<file path="config.mk">
export PLATFORM = sky130hd
export DESIGN_NAME = led_frame_serializer
export DESIGN_NICKNAME = d
export VERILOG_FILES = /design/src/rtl/led_matrix_pkg.sv /design/src/rtl/led_frame_serializer_scan_slot_counter.sv /design/src/rtl/led_frame_serializer.sv
export SDC_FILE = /design/constraint.sdc
export NUM_CORES = 1
export LEC_CHECK = 0
export CORE_UTILIZATION = 25
export CTS_CLUSTER_SIZE = 30
export DETAILED_ROUTE_END_ITERATION = 10
export GPL_TIMING_DRIVEN = 0
export PLACE_DENSITY = 0.52
export SLEW_MARGIN = 40
export SYNTH_ARGS = -nofsm -noshare
export SYNTH_HDL_FRONTEND = slang
export SYNTH_SLANG_ARGS = --single-unit
export TNS_END_PERCENT = 1
</file>
<file path="constraint.sdc">
create_clock -name clk -period 4.4 [get_ports clk]
set_input_delay 0.44 -clock clk [delete_from_list [all_inputs] [get_ports clk]]
set_output_delay 0.44 -clock clk [all_outputs]
set_load 0.05 [all_outputs]
</file>
<file path="src/rtl/led_matrix_pkg.sv">
// Shared constants and types for the 4x4 LED matrix scan link.
// The serializer and the matrix driver both import this package.
package led_matrix_pkg;

   localparam int LED_FRAME_BITS = 16;
   localparam int LED_SLOTS      = 17;
   localparam int LED_SLOT_W     = 5;

   typedef logic [LED_FRAME_BITS-1:0] led_frame_t;
   typedef logic [LED_SLOT_W-1:0]     led_slot_t;

   // Next scan slot; anything at or above the last slot folds back to 0,
   // so the counter can never wander into the unused codes 17..31.
   function automatic led_slot_t next_slot(input led_slot_t s);
      if (s >= led_slot_t'(LED_SLOTS - 1))
         return '0;
      else
         return s + led_slot_t'(1);
   endfunction

endpackage

</file>
<file path="src/rtl/led_frame_serializer_scan_slot_counter.sv">
// Free-running 0..LED_SLOTS-1 scan slot counter with first/last slot strobes.
module scan_slot_counter
   import led_matrix_pkg::*;
(
   input  logic      clk,
   input  logic      rst_n,
   output led_slot_t slot,
   output logic      last_slot,
   output logic      first_slot
);

   led_slot_t slot_reg;

   // Advance one slot per clock, wrapping after the last slot.
   always_ff @(posedge clk or negedge rst_n) begin
      if (!rst_n)
         slot_reg <= '0;
      else
         slot_reg <= next_slot(slot_reg);
   end

   assign slot       = slot_reg;
   assign last_slot  = (slot_reg == led_slot_t'(LED_SLOTS - 1));
   assign first_slot = (slot_reg == '0);

endmodule

</file>
<file path="src/rtl/led_frame_serializer.sv">
// Double-buffered 16-pixel frame serializer for the single-wire LED link.
// Slot 0 is a blank/sync slot, slots 1..16 carry pixels 0..15. A new host
// frame waits in the shadow buffer and only replaces the active frame on
// the 16->0 boundary, so a scan never mixes two frames.
module led_frame_serializer
   import led_matrix_pkg::*;
#(
   parameter int FRAME_BITS = 16,
   parameter int SLOTS      = 17
)
(
   input  logic                  clk,
   input  logic                  rst_n,
   input  logic [FRAME_BITS-1:0] frame_in,
   input  logic                  frame_valid,
   output logic                  frame_ready,
   input  logic                  enable,
   output logic                  data_led,
   output logic                  frame_start,
   output logic [LED_SLOT_W-1:0] slot
);

   // The slot decode and pixel indexing assume the fixed 4x4 geometry.
   generate
      if (FRAME_BITS != LED_FRAME_BITS || SLOTS != LED_SLOTS) begin : g_bad_geometry
         $error("led_frame_serializer supports only a 16-pixel, 17-slot frame");
      end
   endgenerate

   led_slot_t  slot_cur;
   logic       last_slot;
   logic       first_slot;

   led_frame_t active_reg;
   led_frame_t shadow_reg;
   logic       pending_reg;
   logic       data_led_reg;
   logic       data_led_next;

   logic       accept;
   logic       swap;

   scan_slot_counter u_slot_counter (
      .clk        (clk),
      .rst_n      (rst_n),
      .slot       (slot_cur),
      .last_slot  (last_slot),
      .first_slot (first_slot)
   );

   // Accept needs an empty shadow and swap needs a full one, so the two
   // can never coincide on the same edge.
   assign accept = frame_valid & ~pending_reg;
   assign swap   = last_slot & pending_reg;

   // Host handshake into the shadow buffer and boundary swap into active.
   always_ff @(posedge clk or negedge rst_n) begin
      if (!rst_n) begin
         active_reg  <= '0;
         shadow_reg  <= '0;
         pending_reg <= 1'b0;
      end else if (accept) begin
         shadow_reg  <= frame_in;
         pending_reg <= 1'b1;
      end else if (swap) begin
         active_reg  <= shadow_reg;
         pending_reg <= 1'b0;
      end
   end

   // Pixel for the slot being entered: the current slot index s selects
   // pixel s for slot s+1; entering slot 0 always blanks. A swap on the
   // 16->0 edge is therefore visible from slot 1 onward.
   always_comb begin
      data_led_next = 1'b0;
      if (!last_slot)
         data_led_next = active_reg[slot_cur[LED_SLOT_W-2:0]] & enable;
   end

   // Registered output so no input reaches data_led combinationally.
   always_ff @(posedge clk or negedge rst_n) begin
      if (!rst_n)
         data_led_reg <= 1'b0;
      else
         data_led_reg <= data_led_next;
   end

   assign data_led    = data_led_reg;
   assign frame_ready = ~pending_reg;
   assign frame_start = first_slot;
   assign slot        = slot_cur;

endmodule

</file>
**After elaboration in Yosys (flattened, before gate mapping)**

Index checks and enable logic that the tools add are counted.

- Input port bits: 20
- Word-level logic and storage cells: 23
- Register bits: 39
- Output and inout port bits: 8

- Reductions and logical operators: 3
- Bitwise logic cells: 5
- Add/sub/neg operators: 1
- $lt $le $gt $ge: 2
- Equal/unequal tests: 1
- Mux-type cells: 6

Operators by type and width:

| operator | number |
|---|---|
| $add 5x1->5 const B | 1 |
| $eq 5x5->1 const B | 1 |
| $ge 5x5->1 const B | 1 |
| $logic_not 5->1 | 1 |
| $lt 4x5->1 const B | 1 |
| $mux 5 | 1 |
| $bmux 1 s4 | 1 |
| $mux 1 | 4 |
| $and 1x1->1 | 3 |
| $not 1->1 | 2 |
| $reduce_and 2->1 | 1 |
| $reduce_bool 2->1 | 1 |

**Longest topological paths before layout**

- Word-level depth: 4
- Mapped depth: 6
- Depth with buffers taken out: 5

**Hierarchy**

Synthesis repeated with hierarchy kept, for this count alone.

- Cell total of the unflattened synthesis: 108
- Area, all modules: 1,635.3 um2

By module, submodules not included:

| module | cells each | sequential area each (um2) | area each (um2) | times used |
|---|---|---|---|---|
| led_frame_serializer | 87 | 850.8 | 1,396.3 | 1 |
| scan_slot_counter | 21 | 125.1 | 239.0 | 1 |

**Worst setup path after synthesis**

OpenSTA, ideal clock, no wires.

- Path kind: register to output
- From: register u_slot_counter.slot_reg[0] (netlist: u_slot_counter.slot[0])
- To: output port frame_start
- Path buffers: 1
- Stages on the path, launching flop included: 6
- Slack: 2,193 ps
- Arrival time: 1,767 ps
- Data required time: 3,960 ps
- Cells stage by stage: dfrtp_1 buf_6 inv_1 ha_1 nand2_1 nor2_1

- Word-level cells in the longest chain between the ends: 1

Ends and longest elaborated chain:

| what | RTL line | RTL |
|---|---|---|
| start: declaration | led_frame_serializer_scan_slot_counter.sv:12 | `led_slot_t slot_reg;` |
| start signal: assignment | led_frame_serializer_scan_slot_counter.sv:19 | `slot_reg <= next_slot(slot_reg);` |
| $logic_not 5->1 | led_frame_serializer_scan_slot_counter.sv:24 | `assign first_slot = (slot_reg == '0);` |
| end: declaration | led_frame_serializer.sv:19 | `output logic frame_start,` |

No other way between the ends.

**Worst setup path in the final report**

Ends and elaborated chain as after synthesis.

==> impl_metrics.prom <==
# TYPE chip_impl_metric gauge
chip_impl_info{name="result_of_the_run",value="complete, but fails checks"} 1
chip_impl_info{name="violations",value="design-rule violations"} 1
chip_impl_metric{name="htree_num_levels",unit=""} 2
chip_impl_metric{name="final-hold-violation-count",unit=""} 0
chip_impl_metric{name="setup_tns",unit="ps"} 0
chip_impl_metric{name="antenna_violating_nets_post_route",unit=""} 0
chip_impl_metric{name="grt_remaining_overflow",unit=""} 0
chip_impl_info{name="timing.rr.end",value="active_reg[10]"} 1
chip_impl_metric{name="dr.first_iter.drc_count",unit=""} 41
chip_impl_metric{name="place_congestion",unit=""} 0.6869
chip_impl_metric{name="num_io_pins",unit=""} 28
chip_impl_metric{name="cts_buffers",unit=""} 5
chip_impl_metric{name="p_leak",unit="nW"} 0.9488
chip_impl_metric{name="grt_usage",unit="%"} 9.019
chip_impl_info{name="grt_most_used_layer",value="met2"} 1
chip_impl_metric{name="die_area",unit="mm^2"} 0.007022
chip_impl_info{name="hold_path.class",value="in -> async"} 1
chip_impl_metric{name="cts_resized",unit=""} 0
chip_impl_info{name="worstPathCellList",value="buf_6 > inv_1 > ha_1 > nand2_1 > nor2_1 > clkdlybuf4s50_1"} 1
chip_impl_metric{name="num-nets-final",unit=""} 170
chip_impl_metric{name="cp.arrival",unit="ps"} 2100
chip_impl_metric{name="final_max_slew_viols",unit=""} 0
chip_impl_metric{name="worst_setup_hold_path_clk_slew",unit="ps"} 70
chip_impl_metric{name="finalCritPeriodShare",unit="%"} 57.84
chip_impl_metric{name="route.detailed.drc",unit=""} 3
chip_impl_metric{name="area_growth_syn_to_layout",unit="%"} 29.24
chip_impl_metric{name="internal_power",unit="W"} 0.0006082
chip_impl_metric{name="via_total_after_detailed_routing",unit=""} 984
chip_impl_metric{name="die_height",unit="um"} 83.80
chip_impl_metric{name="clkSinkCount",unit=""} 39
chip_impl_metric{name="syn_area",unit="mm^2"} 0.001673
chip_impl_info{name="worst_path_max_delay_cell",value="sky130_fd_sc_hd__clkdlybuf4s50_1"} 1
chip_impl_metric{name="wl",unit="um"} 2795
chip_impl_metric{name="floorplan.core_area",unit="mm^2"} 0.006422
chip_impl_metric{name="grtUsageMet1",unit="%"} 11.03
chip_impl_metric{name="power.share.clock",unit="%"} 33.3
chip_impl_info{name="setup.worst_path.class",value="reg -> out"} 1
chip_impl_metric{name="cts.path.max_buffers",unit=""} 2
chip_impl_metric{name="fin_skew",unit="ps"} 5.579
chip_impl_metric{name="timing.critical_path.required",unit="ps"} 3960
chip_impl_info{name="timing.critical_path.max_delay_family",value="buffers and inverters"} 1
chip_impl_info{name="tritoncts",value="yes"} 1
chip_impl_metric{name="combinationalPowerShare",unit="%"} 11.3
chip_impl_info{name="rsz0062_at_grt",value="false"} 1
chip_impl_metric{name="slew_headroom",unit="%"} 66.92
chip_impl_metric{name="timing.critical_path.slowest_cell_delay",unit="ps"} 810
chip_impl_metric{name="r2r_slack",unit="ps"} 2700
chip_impl_metric{name="max_cap_violations",unit=""} 0
chip_impl_metric{name="synth_fp_nets",unit=""} 135
chip_impl_metric{name="latest_clock_arrival_within_the_worst_skew_pair",unit="ps"} 280
chip_impl_metric{name="grt_pass1_wl",unit="um"} 4940
chip_impl_metric{name="number_of_synthesis_warnings",unit=""} 0
chip_impl_metric{name="cp.buffers_inverters",unit=""} 3
chip_impl_metric{name="globalRouteMet3Util",unit="%"} 3.165
chip_impl_metric{name="synth_area_per_cell",unit="um^2"} 14.80
chip_impl_metric{name="final_critical_path_time_including_i_o_delays_and_setup",unit="ps"} 2545
chip_impl_metric{name="number_of_rows_in_the_core_area",unit=""} 29
chip_impl_metric{name="final_core_utilization",unit="%"} 33.66
chip_impl_metric{name="die_w",unit="um"} 83.80
chip_impl_metric{name="cts_hold_buffers",unit=""} 0
chip_impl_metric{name="synthesis.instances",unit=""} 113
chip_impl_metric{name="maximum_number_of_pins_on_one_net_before_global_route_repair",unit=""} 22
chip_impl_metric{name="grt_antenna_before_repair",unit=""} 0
chip_impl_metric{name="insertedDiodeCount",unit=""} 0
chip_impl_metric{name="vdd.ir_drop.worst",unit="uV"} 201.5
chip_impl_metric{name="timing.fmax",unit="MHz"} 393.0
chip_impl_info{name="regToRegStartpoint",value="u_slot_counter.slot[1]"} 1
chip_impl_metric{name="worstPathMaxFanout",unit=""} 9
chip_impl_metric{name="net_switching_power",unit="W"} 0.0001646
chip_impl_metric{name="final.hold.worst_slack",unit="ps"} 107.9
chip_impl_info{name="endpoint_kind_of_the_worst_setup_timing_path",value="output port"} 1
chip_impl_metric{name="swShare",unit="%"} 21.30
chip_impl_metric{name="viasPerCell",unit=""} 4.354
chip_impl_metric{name="drt-pass1-iter-count",unit=""} 6
chip_impl_metric{name="seq_power_share",unit="%"} 55.3
chip_impl_metric{name="powerDensity",unit="mW/mm^2"} 357.5
chip_impl_info{name="root_buffer_cell",value="sky130_fd_sc_hd__clkbuf_8"} 1
chip_impl_info{name="start_kind",value="flip-flop"} 1
chip_impl_metric{name="globalRouteMet2Util",unit="%"} 14.46
chip_impl_metric{name="initial_utilization",unit="%"} 26.05
chip_impl_metric{name="count_of_buffers_added_by_post_cts_timing_repair_for_setup",unit=""} 0
chip_impl_metric{name="yosys.cell_types.count",unit=""} 25
chip_impl_metric{name="reg2regPathDepth",unit=""} 5
chip_impl_metric{name="synth_sequential_area_ratio",unit="%"} 58.34
chip_impl_metric{name="dp.final_hpwl",unit="um"} 2119
chip_impl_metric{name="synth-seq-cells",unit=""} 39
chip_impl_metric{name="timing_worst_slew_pin_value",unit="ps"} 494.7
chip_impl_metric{name="p_total",unit="W"} 0.0007729
chip_impl_metric{name="numPortBuffers",unit=""} 27
chip_impl_metric{name="grt_pass1_vias",unit=""} 1061
chip_impl_metric{name="setup_viol_count_final",unit=""} 0
chip_impl_metric{name="post_route_cells_drive_above_1_share",unit="%"} 34.23
chip_impl_metric{name="routedWlPerCell",unit="um"} 12.37
## logic make-up (layout without fill, tap and decap cells)
family                   Yosys count  after routing  share of synthesized area (%)
buffers and inverters             10             46                          3.365
flip-flops                        39             39                          58.34
AND/OR/NAND/NOR                   17             17                          6.358
multiplexers                      38             38                          26.93
XOR/XNOR                           2              2                          1.047
AO/OA/AOI/OAI                      5              5                          2.469
adder cells (fa/ha/maj)            2              2                          1.496
## Yosys cell counts, drive strengths merged
master,instances,area (um^2)
dfrtp,39,975.9
mux2,33,371.6
buf,5,37.53
nor2,5,21.27
inv,4,15.01
nand3,4,20.02
mux2i,3,30.03
nor2b,3,18.77
ha,2,25.02
mux4,2,48.80
nand2,2,7.510
a21oi,1,8.760
a2bb2oi,1,8.760
a311o,1,10.01
and4b,1,10.01
clkbuf,1,3.750
nand4,1,21.27
o21a,1,7.510
o22ai,1,6.260
or2b,1,7.510
xnor2,1,8.760
xor2,1,8.760
## final cells by class
class	instances	area (um^2)
Buffer	6	41.29
Fill cell	630	4260
Inverter	4	15.01
Clock buffer	8	100.1
Multi-Input combinational cell	64	640.6
Tap cell	77	96.34
Sequential cell	39	975.9
Timing Repair Buffer	28	292.8
## layer usage
layer | wire [um] | part of all wire, % | up-vias
li1 | - | - | 472
met1 | 1237 | 44 | 481
met2 | 1365 | 49 | 23
met3 | 150 | 5.4 | 8
met4 | 41 | 1.5 | 0
met5 | 0 | 0 | -
## worst max path at each step
| stage | start | endpoint | slack (ps) | cells after the start |
|---|---|---|---|---|
| after global routing | u_slot_counter.slot[1] | frame_start | 1720 | 5 |
| after global placement | rst_n | u_slot_counter.slot[3] | 2050 | 1 |
| after floorplan | u_slot_counter.slot[0] | frame_start | 2190 | 5 |
| after CTS | u_slot_counter.slot[1] | frame_start | 1830 | 5 |
| final | u_slot_counter.slot[0] | frame_start | 1860 | 6 |
| after detailed placement | u_slot_counter.slot[1] | frame_start | 2160 | 5 |
## per-stage QoR
stage / worst slack [ps] / cell area (um^2) / instances
after floorplan: 2193 / 1673 / 113
final: 1855 / 2162 / 226
after global routing: 1717 / 2162 / 226
after detailed placement: 2156 / 2062 / 218
after CTS: 1835 / 2162 / 226
after global placement: 2047 / 2039 / 217
## cell usage in the layout (no fill, tap or decap), types with 2 or more instances in the layout
cell type / n
sky130_fd_sc_hd__nor2b_1: 3
sky130_fd_sc_hd__nand2_1: 2
sky130_fd_sc_hd__clkbuf_8: 7
sky130_fd_sc_hd__clkbuf_1: 2
sky130_fd_sc_hd__nor2_1: 4
sky130_fd_sc_hd__buf_2: 4
sky130_fd_sc_hd__mux2i_1: 3
sky130_fd_sc_hd__dfrtp_1: 39
sky130_fd_sc_hd__inv_1: 4
sky130_fd_sc_hd__mux2_2: 33
sky130_fd_sc_hd__buf_6: 2
sky130_fd_sc_hd__clkdlybuf4s50_1: 26
sky130_fd_sc_hd__ha_1: 2
sky130_fd_sc_hd__nand3_1: 4
## power by group through the flow
stage / combinational, W / sequential, W / clock, W
after floorplan: 0.0000521 / 0.000430 / 0
after global placement: 0.0000836 / 0.000433 / 0
after detailed placement: 0.0000895 / 0.000436 / 0
after CTS: 0.0000898 / 0.000429 / 0.000270
after global routing: 0.0000971 / 0.000434 / 0.000287
final: 0.0000877 / 0.000428 / 0.000258
## worst reg2reg max path, delay by kind of cell (launching register included)
family	cells	cell delay (ps)
mux	1	340
fa+ha+maj	1	250
flops	1	540
simple gates	1	170
buf+inv	2	290
Note: power is estimated with default switching activity, not from simulation.
